$ cat src/rtl/axi_lite_pkg.sv
// Shared AXI4-Lite definitions: response codes and the initiator FSM state type.
// Used by the master, the slave and the verification models.
package axi_lite_pkg;

  localparam logic [1:0] RESP_OKAY   = 2'b00;
  localparam logic [1:0] RESP_EXOKAY = 2'b01;
  localparam logic [1:0] RESP_SLVERR = 2'b10;
  localparam logic [1:0] RESP_DECERR = 2'b11;

  typedef enum logic [2:0] {
    StIdle,
    StWrReq,
    StWrResp,
    StRdReq,
    StRdResp,
    StRsp
  } axi_m_state_t;

endpackage

$ cat src/rtl/axi_lite_master.sv
// Single-outstanding AXI4-Lite initiator: one command in, one AXI transaction out,
// one response back. All outputs come from registers or a decode of the state register.
module axi_lite_master
  import axi_lite_pkg::*;
#(
  parameter int unsigned ADDR_WIDTH = 32,
  parameter int unsigned DATA_WIDTH = 32
) (
  input  logic                  ACLK,
  input  logic                  ARESETN,
  input  logic                  cmd_valid,
  output logic                  cmd_ready,
  input  logic                  cmd_write,
  input  logic [ADDR_WIDTH-1:0] cmd_addr,
  input  logic [DATA_WIDTH-1:0] cmd_wdata,
  output logic                  rsp_valid,
  input  logic                  rsp_ready,
  output logic                  rsp_write,
  output logic [DATA_WIDTH-1:0] rsp_rdata,
  output logic [1:0]            rsp_resp,
  output logic                  AWVALID,
  input  logic                  AWREADY,
  output logic [ADDR_WIDTH-1:0] AWADDR,
  output logic                  WVALID,
  input  logic                  WREADY,
  output logic [DATA_WIDTH-1:0] WDATA,
  input  logic                  BVALID,
  output logic                  BREADY,
  input  logic [1:0]            BRESP,
  output logic                  ARVALID,
  input  logic                  ARREADY,
  output logic [ADDR_WIDTH-1:0] ARADDR,
  input  logic                  RVALID,
  output logic                  RREADY,
  input  logic [DATA_WIDTH-1:0] RDATA,
  input  logic [1:0]            RRESP
);

  axi_m_state_t          state_q, state_d;
  logic [ADDR_WIDTH-1:0] addr_q, addr_d;
  logic [DATA_WIDTH-1:0] wdata_q, wdata_d;
  logic                  write_q, write_d;
  logic                  aw_done_q, aw_done_d;
  logic                  w_done_q, w_done_d;
  logic [1:0]            resp_q, resp_d;
  logic [DATA_WIDTH-1:0] rdata_q, rdata_d;
  logic                  cmd_ready_q, cmd_ready_d;
  logic                  aw_done_nxt, w_done_nxt;

  // In WR_REQ each VALID equals !done, so done|READY is exactly "handshake seen".
  assign aw_done_nxt = aw_done_q | AWREADY;
  assign w_done_nxt  = w_done_q | WREADY;

  always_comb begin
    state_d   = state_q;
    addr_d    = addr_q;
    wdata_d   = wdata_q;
    write_d   = write_q;
    aw_done_d = aw_done_q;
    w_done_d  = w_done_q;
    resp_d    = resp_q;
    rdata_d   = rdata_q;
    unique case (state_q)
      StIdle: begin
        if (cmd_valid && cmd_ready_q) begin
          addr_d  = cmd_addr;
          wdata_d = cmd_wdata;
          write_d = cmd_write;
          state_d = cmd_write ? StWrReq : StRdReq;
        end
      end
      StWrReq: begin
        if (aw_done_nxt && w_done_nxt) begin
          aw_done_d = 1'b0;
          w_done_d  = 1'b0;
          state_d   = StWrResp;
        end else begin
          aw_done_d = aw_done_nxt;
          w_done_d  = w_done_nxt;
        end
      end
      StWrResp: begin
        if (BVALID) begin
          resp_d  = BRESP;
          rdata_d = '0;
          state_d = StRsp;
        end
      end
      StRdReq: begin
        if (ARREADY) state_d = StRdResp;
      end
      StRdResp: begin
        if (RVALID) begin
          resp_d  = RRESP;
          rdata_d = RDATA;
          state_d = StRsp;
        end
      end
      StRsp: begin
        if (rsp_ready) state_d = StIdle;
      end
      default: state_d = StIdle;
    endcase
    // Registered so cmd_ready stays low while ARESETN is asserted.
    cmd_ready_d = (state_d == StIdle);
  end

  always_ff @(posedge ACLK or negedge ARESETN) begin
    if (!ARESETN) begin
      state_q     <= StIdle;
      addr_q      <= '0;
      wdata_q     <= '0;
      write_q     <= 1'b0;
      aw_done_q   <= 1'b0;
      w_done_q    <= 1'b0;
      resp_q      <= RESP_OKAY;
      rdata_q     <= '0;
      cmd_ready_q <= 1'b0;
    end else begin
      state_q     <= state_d;
      addr_q      <= addr_d;
      wdata_q     <= wdata_d;
      write_q     <= write_d;
      aw_done_q   <= aw_done_d;
      w_done_q    <= w_done_d;
      resp_q      <= resp_d;
      rdata_q     <= rdata_d;
      cmd_ready_q <= cmd_ready_d;
    end
  end

  assign cmd_ready = cmd_ready_q;
  assign AWVALID   = (state_q == StWrReq) && !aw_done_q;
  assign WVALID    = (state_q == StWrReq) && !w_done_q;
  assign BREADY    = (state_q == StWrResp);
  assign ARVALID   = (state_q == StRdReq);
  assign RREADY    = (state_q == StRdResp);
  assign rsp_valid = (state_q == StRsp);
  assign AWADDR    = addr_q;
  assign ARADDR    = addr_q;
  assign WDATA     = wdata_q;
  assign rsp_write = write_q;
  assign rsp_rdata = rdata_q;
  assign rsp_resp  = resp_q;

endmodule
$ cat config.mk
export PLATFORM = sky130hd
export DESIGN_NAME = axi_lite_master
export DESIGN_NICKNAME = d
export VERILOG_FILES = /design/src/rtl/axi_lite_pkg.sv /design/src/rtl/axi_lite_master.sv
export SDC_FILE = /design/constraint.sdc
export NUM_CORES = 1
export LEC_CHECK = 0
export ABC_AREA = 1
export BUFFER_PORTS_ARGS = -buffer_cell sky130_fd_sc_hd__buf_2
export CORE_MARGIN = 3
export CORE_UTILIZATION = 48
export DETAILED_ROUTE_END_ITERATION = 6
export HOLD_SLACK_MARGIN = 0.02
export MAX_ROUTING_LAYER = met4
export PLACE_DENSITY = 0.95
export SYNTH_ARGS = -nofsm -noshare
export SYNTH_HDL_FRONTEND = slang
export SYNTH_SLANG_ARGS = --single-unit
$ cat constraint.sdc
create_clock -name ACLK -period 4.2 [get_ports ACLK]
set_input_delay 0.21 -clock ACLK [delete_from_list [all_inputs] [get_ports ACLK]]
set_output_delay 0.21 -clock ACLK [all_outputs]
set_load 0.02 [all_outputs]
# Word-level counts from Yosys, hierarchy flattened
# Index checks and enable logic that the tools add are counted.
# W data, S select, Z words.
dict set report classes {
  eq_ne 7
  n_mux 16
  bitwise_logic 2
  reduce_logical 11
}
# operator n
set ops {}
lappend ops {{$mux W32} 2}
lappend ops {{$pmux W32 S2} 1}
lappend ops {{$mux W3} 6}
lappend ops {{$pmux W3 S6} 1}
lappend ops {{$eq A3 B2 Y1 const B} 2}
lappend ops {{$eq A3 B3 Y1 const B} 2}
lappend ops {{$logic_not A3 Y1} 2}
lappend ops {{$mux W2} 3}
lappend ops {{$logic_and A1 B1 Y1} 4}
lappend ops {{$ne A2 B2 Y1 const B} 2}
lappend ops {{$pmux W2 S2} 1}
lappend ops {{$eq A3 B1 Y1 const B} 1}
lappend ops {{$reduce_and A3 Y1} 1}
lappend ops {{$logic_not A1 Y1} 2}
lappend ops {{$mux W1} 2}
lappend ops {{$or A1 B1 Y1} 2}
lappend ops {{$reduce_and A2 Y1} 1}
lappend ops {{$reduce_bool A2 Y1} 1}
dict set report word_totals {
  regBits 105
  output_inout_bits 138
}

# Depth between registers and ports, before layout
dict set report logic_depth {
  ltp_word 5
  depth_mapped 8
  ltp_nobuf 8
}

# Least setup slack after synthesis
# OpenSTA, ideal clock, no wires.
dict set report synth_path {
  kind {reg-to-reg}
  startpoint {register state_q[1]}
  endpoint {register rdata_q[15] (netlist: rsp_rdata[15])}
  setup_time_ns 0.131
  arrival_ns 1.221
  t_required_ns 4.069
  setup_slack_ns 2.849
  path_stages_with_launch 9
  n_path_buf 2
  synth_period_minus_slack_ns 1.351
  cell_sequence {dfrtp_1 nor2_1 nand2_1 nor2_2 nor2_4 buf_6 buf_6 nand2_1 o21ai_0}
}
dict set report synth_between {
  elab_chain_cells 3
}
# item line_no
set synth_lines {}
lappend synth_lines {{start, declared} axi_lite_master.sv:39} ;# axi_m_state_t state_q, state_d;
lappend synth_lines {{start signal, assigned} axi_lite_master.sv:110} ;# state_q <= StIdle;
lappend synth_lines {{start signal, assigned} axi_lite_master.sv:120} ;# state_q <= state_d;
lappend synth_lines {{$eq A3 B3 Y1 / $eq A3 B2 Y1 (equally long branches)} axi_lite_master.sv:63} ;# unique case (state_q)
lappend synth_lines {{$ne A2 B2 Y1 (no source line) / $reduce_bool A2 Y1 (equally long branches)} --}
lappend synth_lines {{$reduce_and A3 Y1 (no source line)} --}
lappend synth_lines {{end signal, assigned} axi_lite_master.sv:127} ;# rdata_q <= rdata_d;
lappend synth_lines {{end, declared} axi_lite_master.sv:46} ;# logic [DATA_WIDTH-1:0] rdata_q, rdata_d;
# Parallel ways exist; a longest one is shown, timed or not.
# A chain may end at the register's enable or synchronous reset.

# Worst setup path in the final report
dict set report layout_path {
  startpoint {register state_q[1]}
  endpoint {output RREADY}
}
dict set report layout_between {
  elab_chain_cells 1
}
# item line_no
set layout_lines {}
lappend layout_lines {{$eq A3 B3 Y1} axi_lite_master.sv:137} ;# assign RREADY = (state_q == StRdResp);
lappend layout_lines {{end, declared} axi_lite_master.sv:34} ;# output logic RREADY,
# No other way between the ends.

==> flow_metrics.env <==
export IMPL_status="finished clean"
export IMPL_synth_compound_area_share_pct=4.28
export IMPL_worst_pin_slew_ns=1.18
export IMPL_core_area_um2=8850
export IMPL_setup_tns_ns=0
export IMPL_wire_per_inst_um=13.5
export IMPL_num_vias=4024
export IMPL_max_cap_violations=0
export IMPL_core_rowCount=34
export IMPL_grtUsageTotal_pct=21.6
export IMPL_yosysUniqueCellTypes=19
export IMPL_dp_cells=826
export IMPL_rrSetupSlack_ns=2.08
export IMPL_cts_buffers=9
export IMPL_synth_adder_area_share_pct=0
export IMPL_port_buffers=247
export IMPL_hold_viol_final=0
export IMPL_syn_inst=524
export IMPL_grt_remaining_overflow=0
export IMPL_critPathLaunchType="flip-flop"
export IMPL_io_pin_count=248
export IMPL_synth_net_count=634
export IMPL_vias_per_cell=4.76
export IMPL_synthMuxAreaShare_pct=0
export IMPL_arrival_ns=2.19
export IMPL_regArea_um2=2630
export IMPL_ys_ff_latch=105
export IMPL_power_density_nw_per_um2=787
export IMPL_fin_crit_ns=2.40
export IMPL_clk_pin_slew_ns=0.11
export IMPL_max_freq_mhz=416
export IMPL_htreeDepth=3
export IMPL_slew_violations=0
export IMPL_cts_tree="built"
export IMPL_seq_area_frac_synth_pct=59.1
export IMPL_drive_gt1_share_pct=36.7
export IMPL_nets=840
export IMPL_wl_mm=11.4
export IMPL_grt_max_degree=69
export IMPL_antenna_found_initial=1
export IMPL_reg2reg_from="state_q[1]"
export IMPL_multiInputGateArea_um2=1390
export IMPL_rsz0062_at_grt="false"
export IMPL_nFillCells=722
export IMPL_skew_ns=0.0135
export IMPL_start_util_pct=50.2
export IMPL_yosys_warnings=0
export IMPL_synthSimpleGateAreaFrac_pct=26.8
export IMPL_critical_path_class="reg2out"
export IMPL_avgSynthCellArea_um2=8.48
export IMPL_chipWidth_um=102
export IMPL_worst_slew_margin_rel_pct=21.3
export IMPL_hold_depth=3
export IMPL_cts_sinks=105
export IMPL_ir_drop_mv=0.424
export IMPL_clk_latency_ns=0.35
export IMPL_area_growth_pct=27.3
export IMPL_hold_end="WDATA[11]"
export IMPL_ctsHoldBuffers=1
export IMPL_die_area_um2=10500
export IMPL_hpwl_mm=8.60
export IMPL_min_delay_path_class="in2reg"
export IMPL_drt_pass1_iter_count=7
export IMPL_drtAntennaViolNets=0
export IMPL_setup_violations=0
export IMPL_grt_pass1_vias=3746
export IMPL_cts_resized=0
export IMPL_r2r_end="cmd_ready"
export IMPL_drtIter0Drc=131
export IMPL_die_y_um=102
export IMPL_end_kind="primary output"
export IMPL_post_route_drc_count=0
export IMPL_required_ns=3.99
export IMPL_period_share_pct=57.2
export IMPL_cts_setup_buffers=0
export IMPL_leakagePower_nw=3.41
export IMPL_crit_fanout=35
export IMPL_holdCritStartpoint="cmd_wdata[11]"
export IMPL_gp_congestion=0.845
export IMPL_synth_xor_area_share_pct=0
export IMPL_clockRootBuffer="clkbuf_8"
export IMPL_synth_top_family_by_area="simple AND/OR/NAND/NOR gates"
export IMPL_grt_pass1_wl_mm=17.3
export IMPL_fin_cells=846
export IMPL_clockBufferDepth=2
export IMPL_syn_area_um2=4440
export IMPL_reg2regPathDepth=6
==> routing by layer <==
| layer | GRT usage (%) | share of wire, % | up-vias | wire length [um] |
|---|---|---|---|---|
| li1 | - | - | 1978 | - |
| met1 | 25.1 | 38 | 1834 | 4360 |
| met2 | 36.9 | 51 | 190 | 5890 |
| met3 | 3.62 | 8.3 | 22 | 945 |
| met4 | 9.38 | 2.1 | 0 | 244 |
| met5 | - | 0 | - | 0 |
==> placed cells by master (no fill, tap or decap) <==
cell type,instances
nand2_1,285
buf_2,246
dfrtp_1,105
o21ai_0,24
nor2_1,16
inv_1,13
o21ai_1,11
clkbuf_8,9
nand3_1,5
diode_2,3
inv_6,3
buf_4,3
inv_2,2
nor2_4,2
clkinv_2,2
clkinv_1,1
nand4_1,1
nor2_2,1
nor3_1,1
o21a_1,1
o31ai_1,1
clkinvlp_4,1
clkinv_4,1
dlygate4sd3_1,1
==> registers in the layout, indices dropped and copies added, names as in the netlist <==
| name | cells |
|---|---|
| ARADDR | 32 |
| rsp_write | 1 |
| rsp_resp | 2 |
| cmd_ready | 1 |
| WDATA | 32 |
| state_q | 3 |
| rsp_rdata | 32 |
| aw_done_q | 1 |
| w_done_q | 1 |
==> worst max path at each step <==
stage / slack (ns) / start / depth (start not counted) / end
floorplan: 2.85 / state_q[1] / 8 / rsp_rdata[15]
finish: 1.80 / state_q[1] / 4 / RREADY
detailed placement: 2.10 / state_q[1] / 6 / cmd_ready
global route: 1.57 / state_q[1] / 4 / RREADY
global placement: 2.23 / state_q[1] / 4 / RREADY
CTS: 1.81 / state_q[1] / 4 / RREADY
==> cell families after synthesis <==
kind of cell | Yosys count
compound gates | 37
simple gates | 311
flops | 105
buf+inv | 71
==> cell usage after synthesis <==
library cell | instances | area, um2
nand2_1 | 285 | 1070
nand3_1 | 5 | 25.0
nor2_2 | 2 | 12.5
clkbuf_1 | 6 | 22.5
dfrtp_1 | 105 | 2630
nand4_1 | 1 | 6.26
nor2_1 | 16 | 60.1
buf_2 | 10 | 50.1
o31ai_1 | 1 | 7.51
o21a_1 | 1 | 7.51
inv_1 | 13 | 48.8
nor3_1 | 1 | 5.00
inv_2 | 2 | 7.51
buf_4 | 36 | 270
o21ai_0 | 24 | 120
clkinv_1 | 1 | 3.75
nor2_4 | 1 | 11.3
buf_6 | 3 | 33.8
o21ai_1 | 11 | 55.1
==> critical path: stages, from the launching register on <==
cell and delay [ns]:
dfrtp_1 0.44, nor2_1 0.09, nand2_1 0.16, clkinv_1 0.72, buf_2 0.43
==> final cells by class <==
class                           instances  share of cell area, %
Sequential cell                       105                   46.5
Multi-Input combinational cell        348                   24.5
Timing Repair Buffer                  250                   22.3
Tap cell                              108                   2.39
Clock buffer                            9                   2.19
Inverter                               16                   1.06
Clock inverter                          7                  0.929
Antenna cell                            3                  0.133
==> per-stage QoR <==
step	setup slack (ns)	area [um2]	utilization [%]	hold WS, ns	power [W]
finish	1.80	5660	63.9	0.0526	0.00445
global placement	2.23	5460	61.7	0.290	0.00383
CTS	1.81	5650	63.8	0.0285	0.00449
global route	1.57	5650	63.9	0.0354	0.00477
floorplan	2.85	4440	-	-0.0856	0.00329
detailed placement	2.10	5460	61.7	0.291	0.00392
==> report_power, final <==
part | internal (W) | leakage (nW) | switching (W)
Combinational | 0.000668 | 1.96 | 0.00148
Clock | 0.000221 | 0.0904 | 0.000345
Sequential | 0.00145 | 1.36 | 0.000284
Total | 0.00234 | 3.41 | 0.00211
Power figures use the tool's default switching activity.
